[config.mk]
export PLATFORM = sky130hd
export DESIGN_NAME = obstacle_engine
export DESIGN_NICKNAME = d
export VERILOG_FILES = /design/src/rtl/obstacle_engine.sv
export SDC_FILE = /design/constraint.sdc
export NUM_CORES = 1
export LEC_CHECK = 0
export BUFFER_PORTS_ARGS = -buffer_cell sky130_fd_sc_hd__buf_2
export CORE_ASPECT_RATIO = 1.2
export CORE_UTILIZATION = 52
export DETAILED_ROUTE_END_ITERATION = 6
export PLACE_DENSITY_LB_ADDON = 0.2
export SLEW_MARGIN = 5
export SYNTH_ARGS = -nofsm -noshare
export SYNTH_HDL_FRONTEND = slang
export SYNTH_SLANG_ARGS = --single-unit
[constraint.sdc]
create_clock -name clock -period 6.9 [get_ports clock]
set_clock_uncertainty 0.15 [all_clocks]
set_input_delay 1.035 -clock clock [delete_from_list [all_inputs] [get_ports clock]]
set_output_delay 1.035 -clock clock [all_outputs]
set_load 0.05 [all_outputs]
[src/rtl/obstacle_engine.sv]
// Multi-obstacle sprite engine: holds NUM_OBS rectangular obstacles, moves
// them horizontally on a frame-derived step tick and streams erase/redraw
// pixels to the VGA adapter over a valid/ready plot interface.
module obstacle_engine #(
    parameter int          NUM_OBS   = 4,
    parameter int          OBJ_W     = 4,
    parameter int          OBJ_H     = 4,
    parameter int          X_START   = 10,
    parameter int          X_LIMIT   = 100,
    parameter int          STEP      = 1,
    parameter int          WRAP      = 0,
    parameter int          FRAME_DIV = 833333,
    parameter int          MOVE_DIV  = 15,
    parameter logic [2:0]  COLOUR    = 3'd2
) (
    input  logic               clock,
    input  logic               reset,
    input  logic               enable,
    input  logic               spawn,
    input  logic [6:0]         spawn_y,
    output logic               plot,
    input  logic               plot_ready,
    output logic [7:0]         x,
    output logic [6:0]         y,
    output logic [2:0]         colour,
    output logic [NUM_OBS-1:0] active_mask,
    output logic               pass_pulse,
    output logic               busy
);
    localparam int FW = (FRAME_DIV > 1) ? $clog2(FRAME_DIV) : 1;
    localparam int MW = (MOVE_DIV > 1) ? $clog2(MOVE_DIV) : 1;
    localparam int CW = (OBJ_W > 1) ? $clog2(OBJ_W) : 1;
    localparam int RW = (OBJ_H > 1) ? $clog2(OBJ_H) : 1;
    // Slot index must also be able to hold NUM_OBS, the end-of-pass value.
    localparam int IW = $clog2(NUM_OBS + 1);

    typedef enum logic [2:0] {
        S_WAIT  = 3'd0,
        S_ERASE = 3'd1,
        S_MOVE  = 3'd2,
        S_DRAW  = 3'd3,
        S_NEXT  = 3'd4,
        S_SPAWN = 3'd5
    } state_t;

    state_t               state_r, state_n;
    logic [IW-1:0]        idx_r, idx_n;
    logic [CW-1:0]        col_r, col_n;
    logic [RW-1:0]        row_r, row_n;
    logic [7:0]           pos_x_r [NUM_OBS];
    logic [7:0]           pos_x_n [NUM_OBS];
    logic [6:0]           pos_y_r [NUM_OBS];
    logic [6:0]           pos_y_n [NUM_OBS];
    logic [NUM_OBS-1:0]   active_r, active_n;
    logic                 step_pend_r, spawn_pend_r;
    logic [6:0]           spawn_y_r;
    logic [FW-1:0]        frame_cnt_r;
    logic [MW-1:0]        move_cnt_r;
    logic                 plot_r, pass_r, busy_r;
    logic [7:0]           x_r;
    logic [6:0]           y_r;
    logic [2:0]           colour_r;

    logic                 frame_tick_s, step_tick_s, accept_s, last_pix_s;
    logic                 step_clr_s, spawn_clr_s, pass_n;
    logic                 cur_active_s, free_found_s;
    logic [7:0]           cur_x_s, ox_s;
    logic [6:0]           oy_s;
    logic [IW-1:0]        free_idx_s;
    logic [8:0]           nx_s;
    logic                 plot_n, busy_n;
    logic [7:0]           x_n;
    logic [6:0]           y_n;
    logic [2:0]           colour_n;

    assign frame_tick_s = enable && (frame_cnt_r == FW'(FRAME_DIV - 1));
    assign step_tick_s  = frame_tick_s && (move_cnt_r == MW'(MOVE_DIV - 1));
    assign accept_s     = plot_r && plot_ready;
    assign last_pix_s   = (col_r == CW'(OBJ_W - 1)) && (row_r == RW'(OBJ_H - 1));

    // Frame and step prescalers, frozen while enable is low
    always_ff @(posedge clock or posedge reset) begin
        if (reset) begin
            frame_cnt_r <= {FW{1'b0}};
            move_cnt_r  <= {MW{1'b0}};
        end else if (enable) begin
            frame_cnt_r <= frame_tick_s ? {FW{1'b0}} : frame_cnt_r + FW'(1);
            if (frame_tick_s) begin
                move_cnt_r <= step_tick_s ? {MW{1'b0}} : move_cnt_r + MW'(1);
            end
        end
    end

    // Pending step / spawn requests; a new tick wins over a same-cycle clear
    always_ff @(posedge clock or posedge reset) begin
        if (reset) begin
            step_pend_r  <= 1'b0;
            spawn_pend_r <= 1'b0;
            spawn_y_r    <= 7'd0;
        end else begin
            step_pend_r <= (step_clr_s ? 1'b0 : step_pend_r) | step_tick_s;
            if (spawn_clr_s) begin
                spawn_pend_r <= 1'b0;
            end else if (spawn && !spawn_pend_r) begin
                spawn_pend_r <= 1'b1;
                spawn_y_r    <= spawn_y;
            end
        end
    end

    // Look up the addressed slot and the lowest free slot
    always_comb begin
        cur_x_s      = 8'd0;
        cur_active_s = 1'b0;
        free_found_s = 1'b0;
        free_idx_s   = {IW{1'b0}};
        for (int k = 0; k < NUM_OBS; k++) begin
            cur_x_s      = (idx_r == IW'(k)) ? pos_x_r[k] : cur_x_s;
            cur_active_s = (idx_r == IW'(k)) ? active_r[k] : cur_active_s;
        end
        for (int k = NUM_OBS - 1; k >= 0; k--) begin
            free_found_s = active_r[k] ? free_found_s : 1'b1;
            free_idx_s   = active_r[k] ? free_idx_s : IW'(k);
        end
    end

    // Next-state logic: FSM, raster counters and slot storage updates
    always_comb begin
        state_n     = state_r;
        idx_n       = idx_r;
        col_n       = col_r;
        row_n       = row_r;
        pos_x_n     = pos_x_r;
        pos_y_n     = pos_y_r;
        active_n    = active_r;
        step_clr_s  = 1'b0;
        spawn_clr_s = 1'b0;
        pass_n      = 1'b0;
        nx_s        = {1'b0, cur_x_s} + 9'(STEP);

        // Raster counter advances only on an accepted pixel
        if (accept_s) begin
            if (col_r == CW'(OBJ_W - 1)) begin
                col_n = {CW{1'b0}};
                row_n = last_pix_s ? {RW{1'b0}} : row_r + RW'(1);
            end else begin
                col_n = col_r + CW'(1);
            end
        end else begin
            col_n = col_r;
        end

        case (state_r)
            S_WAIT: begin
                if (spawn_pend_r) begin
                    spawn_clr_s = 1'b1;
                    if (free_found_s) begin
                        for (int k = 0; k < NUM_OBS; k++) begin
                            if (free_idx_s == IW'(k)) begin
                                active_n[k] = 1'b1;
                                pos_x_n[k]  = 8'(X_START);
                                pos_y_n[k]  = spawn_y_r;
                            end else begin
                                active_n[k] = active_r[k];
                            end
                        end
                        idx_n   = free_idx_s;
                        state_n = S_SPAWN;
                    end else begin
                        state_n = S_WAIT;
                    end
                end else if (step_pend_r) begin
                    step_clr_s = 1'b1;
                    idx_n      = {IW{1'b0}};
                    state_n    = S_NEXT;
                end else begin
                    state_n = S_WAIT;
                end
            end
            S_NEXT: begin
                if (idx_r >= IW'(NUM_OBS)) begin
                    state_n = S_WAIT;
                end else if (cur_active_s) begin
                    state_n = S_ERASE;
                end else begin
                    idx_n = idx_r + IW'(1);
                end
            end
            S_ERASE: begin
                state_n = (accept_s && last_pix_s) ? S_MOVE : S_ERASE;
            end
            S_MOVE: begin
                for (int k = 0; k < NUM_OBS; k++) begin
                    if (idx_r == IW'(k)) begin
                        if (nx_s > 9'(X_LIMIT)) begin
                            pos_x_n[k]  = (WRAP != 0) ? 8'(X_START) : pos_x_r[k];
                            active_n[k] = (WRAP != 0);
                        end else begin
                            pos_x_n[k] = nx_s[7:0];
                        end
                    end else begin
                        pos_x_n[k] = pos_x_r[k];
                    end
                end
                if ((nx_s > 9'(X_LIMIT)) && (WRAP == 0)) begin
                    pass_n  = 1'b1;
                    idx_n   = idx_r + IW'(1);
                    state_n = S_NEXT;
                end else begin
                    state_n = S_DRAW;
                end
            end
            S_DRAW: begin
                if (accept_s && last_pix_s) begin
                    idx_n   = idx_r + IW'(1);
                    state_n = S_NEXT;
                end else begin
                    state_n = S_DRAW;
                end
            end
            S_SPAWN: begin
                state_n = (accept_s && last_pix_s) ? S_WAIT : S_SPAWN;
            end
            default: begin
                state_n = S_WAIT;
            end
        endcase
    end

    // Pixel outputs precomputed from next-cycle state so they leave a register
    always_comb begin
        plot_n = (state_n == S_ERASE) || (state_n == S_DRAW) || (state_n == S_SPAWN);
        busy_n = (state_n != S_WAIT);
        ox_s   = 8'd0;
        oy_s   = 7'd0;
        for (int k = 0; k < NUM_OBS; k++) begin
            ox_s = (idx_n == IW'(k)) ? pos_x_n[k] : ox_s;
            oy_s = (idx_n == IW'(k)) ? pos_y_n[k] : oy_s;
        end
        if (plot_n) begin
            x_n      = ox_s + 8'(col_n);
            y_n      = oy_s + 7'(row_n);
            colour_n = (state_n == S_ERASE) ? 3'd0 : COLOUR;
        end else begin
            x_n      = x_r;
            y_n      = y_r;
            colour_n = colour_r;
        end
    end

    // FSM state, slot index, raster counters and slot storage
    always_ff @(posedge clock or posedge reset) begin
        if (reset) begin
            state_r  <= S_WAIT;
            idx_r    <= {IW{1'b0}};
            col_r    <= {CW{1'b0}};
            row_r    <= {RW{1'b0}};
            active_r <= {NUM_OBS{1'b0}};
            for (int k = 0; k < NUM_OBS; k++) begin
                pos_x_r[k] <= 8'd0;
                pos_y_r[k] <= 7'd0;
            end
        end else begin
            state_r  <= state_n;
            idx_r    <= idx_n;
            col_r    <= col_n;
            row_r    <= row_n;
            active_r <= active_n;
            pos_x_r  <= pos_x_n;
            pos_y_r  <= pos_y_n;
        end
    end

    // Registered output stage
    always_ff @(posedge clock or posedge reset) begin
        if (reset) begin
            plot_r   <= 1'b0;
            x_r      <= 8'd0;
            y_r      <= 7'd0;
            colour_r <= 3'd0;
            pass_r   <= 1'b0;
            busy_r   <= 1'b0;
        end else begin
            plot_r   <= plot_n;
            x_r      <= x_n;
            y_r      <= y_n;
            colour_r <= colour_n;
            pass_r   <= pass_n;
            busy_r   <= busy_n;
        end
    end

    assign plot        = plot_r;
    assign x           = x_r;
    assign y           = y_r;
    assign colour      = colour_r;
    assign active_mask = active_r;
    assign pass_pulse  = pass_r;
    assign busy        = busy_r;
endmodule
* After elaboration in Yosys (flattened, before gate mapping)
Index checks and enable logic that the tools add are counted.
** Cells by class
- Magnitude comparators :: 2
- Add/sub/neg operators :: 8
- Eq/ne operators :: 32
- Reduce and logical (&&, ||, !) cells :: 22
- Mux-type cells :: 94
- Bitwise gates (word level) :: 2
** Operators with widths (number)
- $mux W8 :: 20
- $mux W28 :: 3
- $mux W32 :: 2
- $pmux W32 S2 :: 1
- $mux W7 :: 8
- $mux W3 :: 15
- $mux W1 :: 27
- $reduce_and A6 Y1 :: 4
- $mux W2 :: 11
- $ne A2 B2 Y1 const B :: 11
- $eq A3 B2 Y1 const B :: 7
- $add A20 B1 Y20 const B :: 1
- $eq A20 B20 Y1 const B :: 1
- $mux W20 :: 1
- $pmux W3 S6 :: 1
- $eq A3 B1 Y1 const B :: 4
- $logic_not A3 Y1 :: 4
- $mux W4 :: 3
- $pmux W3 S4 :: 1
- $add A8 B1 Y9 const B :: 1
- $eq A3 B3 Y1 const B :: 3
- $gt A9 B7 Y1 const B :: 1
- $add A8 B2 Y8 :: 1
- $eq A2 B2 Y1 const B :: 4
- other kinds (16) :: 25
** Storage, ports and cells
- Register bits :: 128
- Input bits :: 12
- Word-level logic and storage cells :: 187

* Logic depth before layout (Yosys ltp)
Gate-level depths: netlist (run 1).
- Word-level depth :: 15
- Mapped depth :: 29

* Worst setup path after synthesis (run 1)
Ideal clock, no wire load.
- Path type :: reg2reg
- Start :: register idx_r[0]
- End :: register y_r[6] (netlist: y[6])
- Library setup time :: 141 ps
- Arrival :: 4992 ps
- Cell stages (with the launch flop) :: 27
- Period minus slack after synthesis :: 5283 ps
- Slack :: 1617 ps
- Path through :: dfrtp_1 -> ha_1 -> ha_1 -> buf_2 -> or2_4 -> a211oi_2 -> nor2_1 -> inv_1 -> ha_1 -> o2111ai_1 -> o31ai_2 -> o31ai_2 -> o32a_4 -> buf_4 -> a22oi_4 -> buf_6 -> buf_8 -> buf_4 -> mux2i_1 -> mux2_2 -> nor2_1 -> ha_1 -> inv_1 -> fa_1 -> nor3b_2 -> a21o_1 -> a31oi_1
** Between the ends
- Word-level cells in the longest chain between the ends :: 15
** Ends and longest elaborated chain
- start, declared :: line 47 : logic [IW-1:0] idx_r, idx_n;
- start signal, assigned :: line 255 : idx_r <= {IW{1'b0}};
- start signal, assigned :: line 265 : idx_r <= idx_n;
- $logic_not A3 Y1 :: line 118, 119
- $mux W8 (4 in series) :: line 118 : cur_x_s = (idx_r == IW'(k)) ? pos_x_r[k] : cur_x_s;
- $add A8 B1 Y9 :: line 139 : nx_s = {1'b0, cur_x_s} + 9'(STEP);
- $gt A9 B7 Y1 :: line 205 : if ((nx_s > 9'(X_LIMIT)) && (WRAP == 0)) begin
- $mux W3 :: line 205
- $pmux W3 S4 :: line 153 : case (state_r)
- $logic_not A3 Y1 :: line 238 : oy_s = (idx_n == IW'(k)) ? pos_y_n[k] : oy_s;
- $mux W7 (4 in series) :: line 238
- $add A7 B2 Y7 :: line 242 : y_n = oy_s + 7'(row_n);
- end signal, assigned :: line 286 : y_r <= y_n;
- end, declared :: line 61 : logic [6:0] y_r;
Several ways; a longest one is shown, not always the timed one.
A chain may end at the register's enable or synchronous reset.

==> impl_metrics.yaml, run 1 <==
sta:
  max_clock_freq_mhz: 160
  drv_slew: 0
  period_share_pct: 90.6
  setup_violations: 0
  tightest_slew_ns: 0.964
  hold_viol_final: 0
  rsz0062_at_grt: "no"
  min_period_ns: 6.25
  slew_headroom_pct: 35.8
  setup_tns_ns: 0
place:
  portBuffers: 34
  gp_congestion: 0.957
  dp.cells: 863
  dpl.hpwl_um: 12300
  placed_area_um2: 7290
detailed_routing:
  drc: 0
  ant_nets: 0
  drt-total-wl_um: 17300
  drt_iter0_drc: 320
  wl_met3_um: 853
  top_layer_used: "met4"
  vias: 5311
  first_pass_iters: 5
  wl_per_cell_um: 19.3
  met1Wirelength_um: 7540
  wl_met2_um: 8350
  viasPerCell: 5.93
floorplan:
  dieArea_um2: 13900
  start_util_pct: 53.2
  coreArea_um2: 13200
  dieHeight_um: 129
  rows: 46
  die_x_um: 108
  pin_count: 37
clock_network:
  cts-resized-gates: 0
  cts_setup_buffers: 0
  cts_made_buffers: 17
  cts_root_buf: "clkbuf_16"
  cts_hold_buf: 0
  insertion_delay_ns: 0.42
  cts_num_sinks: 126
  clkTransAtPathRegs_ns: 0.06
  htree_levels: 4
  clock_path_buffers: 2
  cts_tree: "built"
yosys:
  yosysUniqueCellTypes: 79
  yosys_most_used_dff: "dfrtp_1"
  synth_largest_area_cell: "dfrtp_1"
  synth_cells: 677
  synth_edf_count: 0
  avgSynthCellArea_um2: 10.3
  seq_area_frac_synth_pct: 45.0
  synth_seq_cells: 126
  yosysTopAreaCellShare_pct: 45.0
  async_flop_share_pct: 100
  yosysWarnings: 0
  syn_area_um2: 7010
  synth_area_leaders: "dfrtp_1 (45%), mux2_2 (8.0%), nand2_1 (4.4%), nor2_1 (3.3%), ha_1 (3.0%)"
layout:
  n_antenna_cell: 0
  multi_input_area_um2: 3550
  final_core_util_pct: 60.2
  stdcell_area_um2: 7930
  nFillCells: 1105
  regArea_um2: 3150
  nNetsFinal: 745
  area_delta_synth_final_pct: 13.3
  drive_gt1_share_pct: 22.1
  fin_cells: 895
critical_path:
  crit-reg2reg-launch: "idx_r[2]"
  crit_type: "reg -> reg"
  crit_arrival_ns: 6.44
  cp.required_ns: 7.09
  start_kind: "flip-flop"
  ff2ff_path_depth: 20
  r2r_slack_ns: 0.65
  critical_path.endpoint_type: "flip-flop"
  r2r-end: "x[6]"
  worstPathMaxFanout: 17
worst_hold_path:
  whs_endpoint: "pos_y_r[17]"
  min_from: "pos_y_r[17]"
  hold_class: "reg -> reg"
  min_path_cells: 2
power_and_ir_drop:
  ir_worst_vdd_uv: 278
  p_per_area_nw_per_um2: 478
  p_leak_nw: 3.67
  total_power_w: 0.00379
grt:
  antenna_found_initial: 0
  grt.total_usage_pct: 27.2
  grt_pass1_vias: 5501
  grt_pass1_wl_um: 28600
  grt-ovfl-total: 0
  grt_max_degree: 80
run_status:
  status: "finished clean"
job:
  drv_cap: 0
-- Yosys cell counts (4+ instances only) --
library cell / number
ha_1: 17
o21ai_1: 4
a22oi_1: 11
nor2_1: 61
and2_1: 8
o31ai_1: 4
clkbuf_1: 13
nand3b_1: 4
o211ai_1: 5
xnor2_1: 11
nand4_1: 8
a21o_1: 4
buf_4: 6
dfrtp_1: 126
a31oi_1: 6
mux2_2: 50
nor2b_1: 8
and3_1: 7
buf_6: 5
o21ai_0: 31
nand2_1: 82
a21oi_1: 18
a22o_1: 22
nor3_1: 10
nand3_1: 19
nand2b_1: 6
mux2i_1: 18
xor2_1: 18
inv_1: 32
-- how the worst max path moves through the flow --
stage,to,cells past startpoint,start
after floorplan,y[6],26,idx_r[0]
after global placement,y[4],23,idx_r[0]
after global routing,y[6],22,idx_r[2]
final,x[6],20,idx_r[2]
after CTS,x[6],20,idx_r[2]
after detailed placement,x[6],20,idx_r[2]
-- where the power goes --
| group | switching (W) | leakage [nW] | internal (W) |
|---|---|---|---|
| Combinational | 0.00107 | 1.75 | 0.000625 |
| Sequential | 0.000174 | 1.61 | 0.000961 |
| Clock | 0.000337 | 0.309 | 0.000624 |
-- sequential cells by signal (all words and copies together) (netlist names) --
signal        count
row_r             2
plot              1
active_mask       4
step_pend_r       1
x                 8
pos_x_r          32
spawn_y_r         7
busy              1
y                 7
spawn_pend_r      1
col_r             2
pos_y_r          28
move_cnt_r        4
colour            1
idx_r             3
pass_pulse        1
state_r           3
frame_cnt_r      20
-- cell type report --
type	instances	share of cell area (%)
tap	168	2.65
multi-input combinational	492	44.8
inverter	32	1.55
sequential	126	39.7
clock inverter	13	2.38
clock buffer	19	5.71
timing repair buffer	45	3.19
-- worst max-delay path: stages, from the launching register on --
cell and delay (ns):
dfrtp_1 0.48, inv_1 0.16, ha_1 0.55, or2_4 0.27, a211oi_2 0.05, nor2_1 0.30
inv_1 0.11, ha_1 0.27, xnor2_1 0.50, a211oi_2 0.22, o32a_4 0.51, a41oi_1 0.70
a22o_1 0.28, mux2i_1 0.07, mux2_2 0.29, nor2_1 0.10, ha_1 0.20, fa_1 0.27
nand3b_4 0.10, or3b_1 0.39, a31oi_1 0.19
-- kinds of logic after synthesis --
kind of cell               synth area share [%]
adders and majority gates                  3.61
AOI/OAI and AO/OA                          15.2
buffers and inverters                      4.32
xor gates and xnor gates                   3.63
and+or+nand+nor                            16.3
other                                    0.0535
DFF                                        45.0
muxes                                      11.8
-- cells in the final DEF, fill, tap and decap left out, drive strengths merged, types with 10 or more instances in the layout --
master  count
a22o       24
xor2       18
a22oi      13
nor2       62
mux2       53
ha         17
buf        45
nand2      82
xnor2      11
clkbuf     19
a21oi      19
o21ai      35
dfrtp     126
mux2i      20
nand3      19
inv        32
nor3       10
-- per-layer routing --
layer  up-vias  track usage [%]
met2       159             43.5
met4         0             13.2
met1      2644             35.3
li1       2464                -
met5         -                0
met3        44             5.43
-- per-stage QoR --
stage                     setup slack [ns]  hold slack [ns]
final                                0.646            0.321
after global routing                 0.375            0.338
after floorplan                       1.62            0.287
after detailed placement             0.841            0.308
after CTS                            0.801            0.322
after global placement                1.01            0.302
(Power assumes the default switching activity.)
==> run 2, diff against run 1 <==
==> constraint.sdc (replaced) <==
create_clock -name clock -period 6.15 [get_ports clock]
set_clock_uncertainty 0.15 [all_clocks]
set_input_delay 0.9225 -clock clock [delete_from_list [all_inputs] [get_ports clock]]
set_output_delay 0.9225 -clock clock [all_outputs]
set_load 0.05 [all_outputs]
==> run 2 against run 1 <==
Critical path type unchanged. Combinational power up 13%. Routed wire length shrank 0.72%. Highest routed layer unchanged. Hold slack improved by 0.0010 ns. Utilization down 0.33 points.
==> impl_metrics.yaml, run 2 (same netlist as run 1, synthesis figures left out) <==
run_status:
  status: "finished clean"
grt:
  grt_pass1_wl_um: 27800
  grt_max_degree: 80
  grt_pass1_vias: 5299
  grt-ovfl-total: 0
  grt.total_usage_pct: 26.8
  antenna_found_initial: 0
clock_network:
  cts_setup_buffers: 0
  clock_path_buffers: 2
  clkTransAtPathRegs_ns: 0.06
  insertion_delay_ns: 0.42
  cts_made_buffers: 17
  cts_tree: "built"
  htree_levels: 4
  cts_num_sinks: 126
  cts_root_buf: "clkbuf_16"
critical_path:
  critical_path.endpoint_type: "flip-flop"
  start_kind: "flip-flop"
  crit_type: "reg -> reg"
  crit_top_cell: "ha_1"
  crit_arrival_ns: 6.04
  worstPathMaxFanout: 16
  cpPeakStageDelay_ns: 0.58
  cp-startpoint: "idx_r[0]"
  crit_slowest_cell: "ha_1"
  crit-reg2reg-launch: "idx_r[0]"
  crit_chain: "inv_1, ha_1, nand2_1, o31ai_1, nor2_1, inv_1, ha_1, o2111ai_1, o31ai_2, o31ai_2, o32a_4, a21oi_1, a22o_1, mux2i_1, mux2_2, nor2_1, ha_1, fa_1, nand3b_4, or3b_1, a31oi_1"
  cp.required_ns: 6.35
layout:
  stdcell_area_um2: 7890
  regArea_um2: 3150
  layout_commonest_cell: "dfrtp_1"
  largest_reg_flops: 32
  nFillCells: 1111
  multi_input_area_um2: 3570
  area_delta_synth_final_pct: 12.6
  nNetsFinal: 749
  largest-register: "pos_x_r"
  drive_gt1_share_pct: 22.5
  n_antenna_cell: 0
  reg_top3: "pos_x_r x32, pos_y_r x28, frame_cnt_r x20"
  layout_common_cells: "dfrtp_1 (126), nand2_1 (82), nor2_1 (60)"
  final_core_util_pct: 59.9
floorplan:
  dieHeight_um: 129
  rows: 46
  coreArea_um2: 13200
  start_util_pct: 53.2
  die_x_um: 108
  pin_count: 37
  dieArea_um2: 13900
power_and_ir_drop:
  ir_worst_vdd_uv: 274
  p_per_area_nw_per_um2: 523
  p_leak_nw: 3.65
detailed_routing:
  first_pass_iters: 5
  viasPerCell: 5.97
  drt_iter0_drc: 352
  drc: 0
  wl_per_cell_um: 19.2
  drt-total-wl_um: 17200
  ant_nets: 0
  vias: 5358
sta:
  rsz0062_at_grt: "no"
  period_share_pct: 95.0
  tightest_slew_ns: 0.988
  setup_tns_ns: 0
  slew_headroom_pct: 33.6
  hold_viol_final: 0
  min_period_ns: 5.84
  holdWs_ns: 0.322
  max_clock_freq_mhz: 171
  drv_slew: 0
  setup_violations: 0
place:
  dpl.hpwl_um: 12400
  portBuffers: 34
  gp_congestion: 0.938
  placed_area_um2: 7320
worst_hold_path:
  min_from: "pos_y_r[20]"
  hold_class: "reg -> reg"
job:
  drv_cap: 0
==> run 2: cell types whose count changed in the layout (fill, tap and decap cells not counted), sizes merged <==
cell    before  now
clkbuf      19   24
bufinv       4    1
buf         45   49
clkinv       7    3
==> run 2: timing repair <==
item	4_1_cts	5_1_grt
gates resized for setup	0	4
hold buffers	0	0
setup endpoints to repair	0	3
==> run 2: layout make-up <==
cell class / instances / share of cell area (%)
sequential: 126 / 40.0
timing repair buffer: 49 / 3.58
tap: 168 / 2.66
inverter: 32 / 1.55
clock inverter: 6 / 0.761
multi-input combinational: 492 / 45.2
clock buffer: 24 / 6.23
==> run 2: metrics by stage <==
step	total power, W	instances	setup WS (ns)
2_1_floorplan	0.00274	678	0.867
3_3_place_gp	0.00313	867	0.530
3_5_place_dp	0.00318	867	0.297
4_1_cts	0.00413	897	0.220
5_1_grt	0.00437	897	0.0213
6_report	0.00413	897	0.307
==> run 2: path summary, 6_finish.rpt <==
| kind | to | slack (ns) | depth (start not counted) |
|---|---|---|---|
| setup / recovery | x[6] | 0.31 | 21 |
| hold / removal | pos_y_r[20] | 0.32 | 2 |
| setup reg to reg | x[6] | 0.31 | 21 |
| hold reg to reg | pos_y_r[20] | 0.32 | 2 |
| max in group asynchronous | col_r[1] | 4.09 | 3 |
| min in group asynchronous | x[4] | 0.55 | 2 |
==> run 2: metal layers <==
metal  global-route usage [%]  part of all wire, %
met1                     35.5                   44
met2                     42.5                   48
met3                     4.88                  5.7
met4                     12.9                  2.8
met5                        0                    0
==> run 2: critical path, delay by kind of cell (launching register included) <==
kind | cells | cell delay (ns)
compound gates | 8 | 2.41
fa+ha+maj | 4 | 1.30
buf+inv | 2 | 0.23
flops | 1 | 0.44
mux | 2 | 0.34
simple gates | 5 | 0.87
==> run 2: where the power goes <==
| group | leakage (nW) | total (W) | internal [W] | switching [W] |
|---|---|---|---|---|
| combinational | 1.77 | 0.00192 | 0.000719 | 0.00120 |
| clock | 0.268 | 0.000940 | 0.000591 | 0.000349 |
| sequential | 1.61 | 0.00127 | 0.00108 | 0.000195 |
| total | 3.65 | 0.00413 | 0.00239 | 0.00174 |
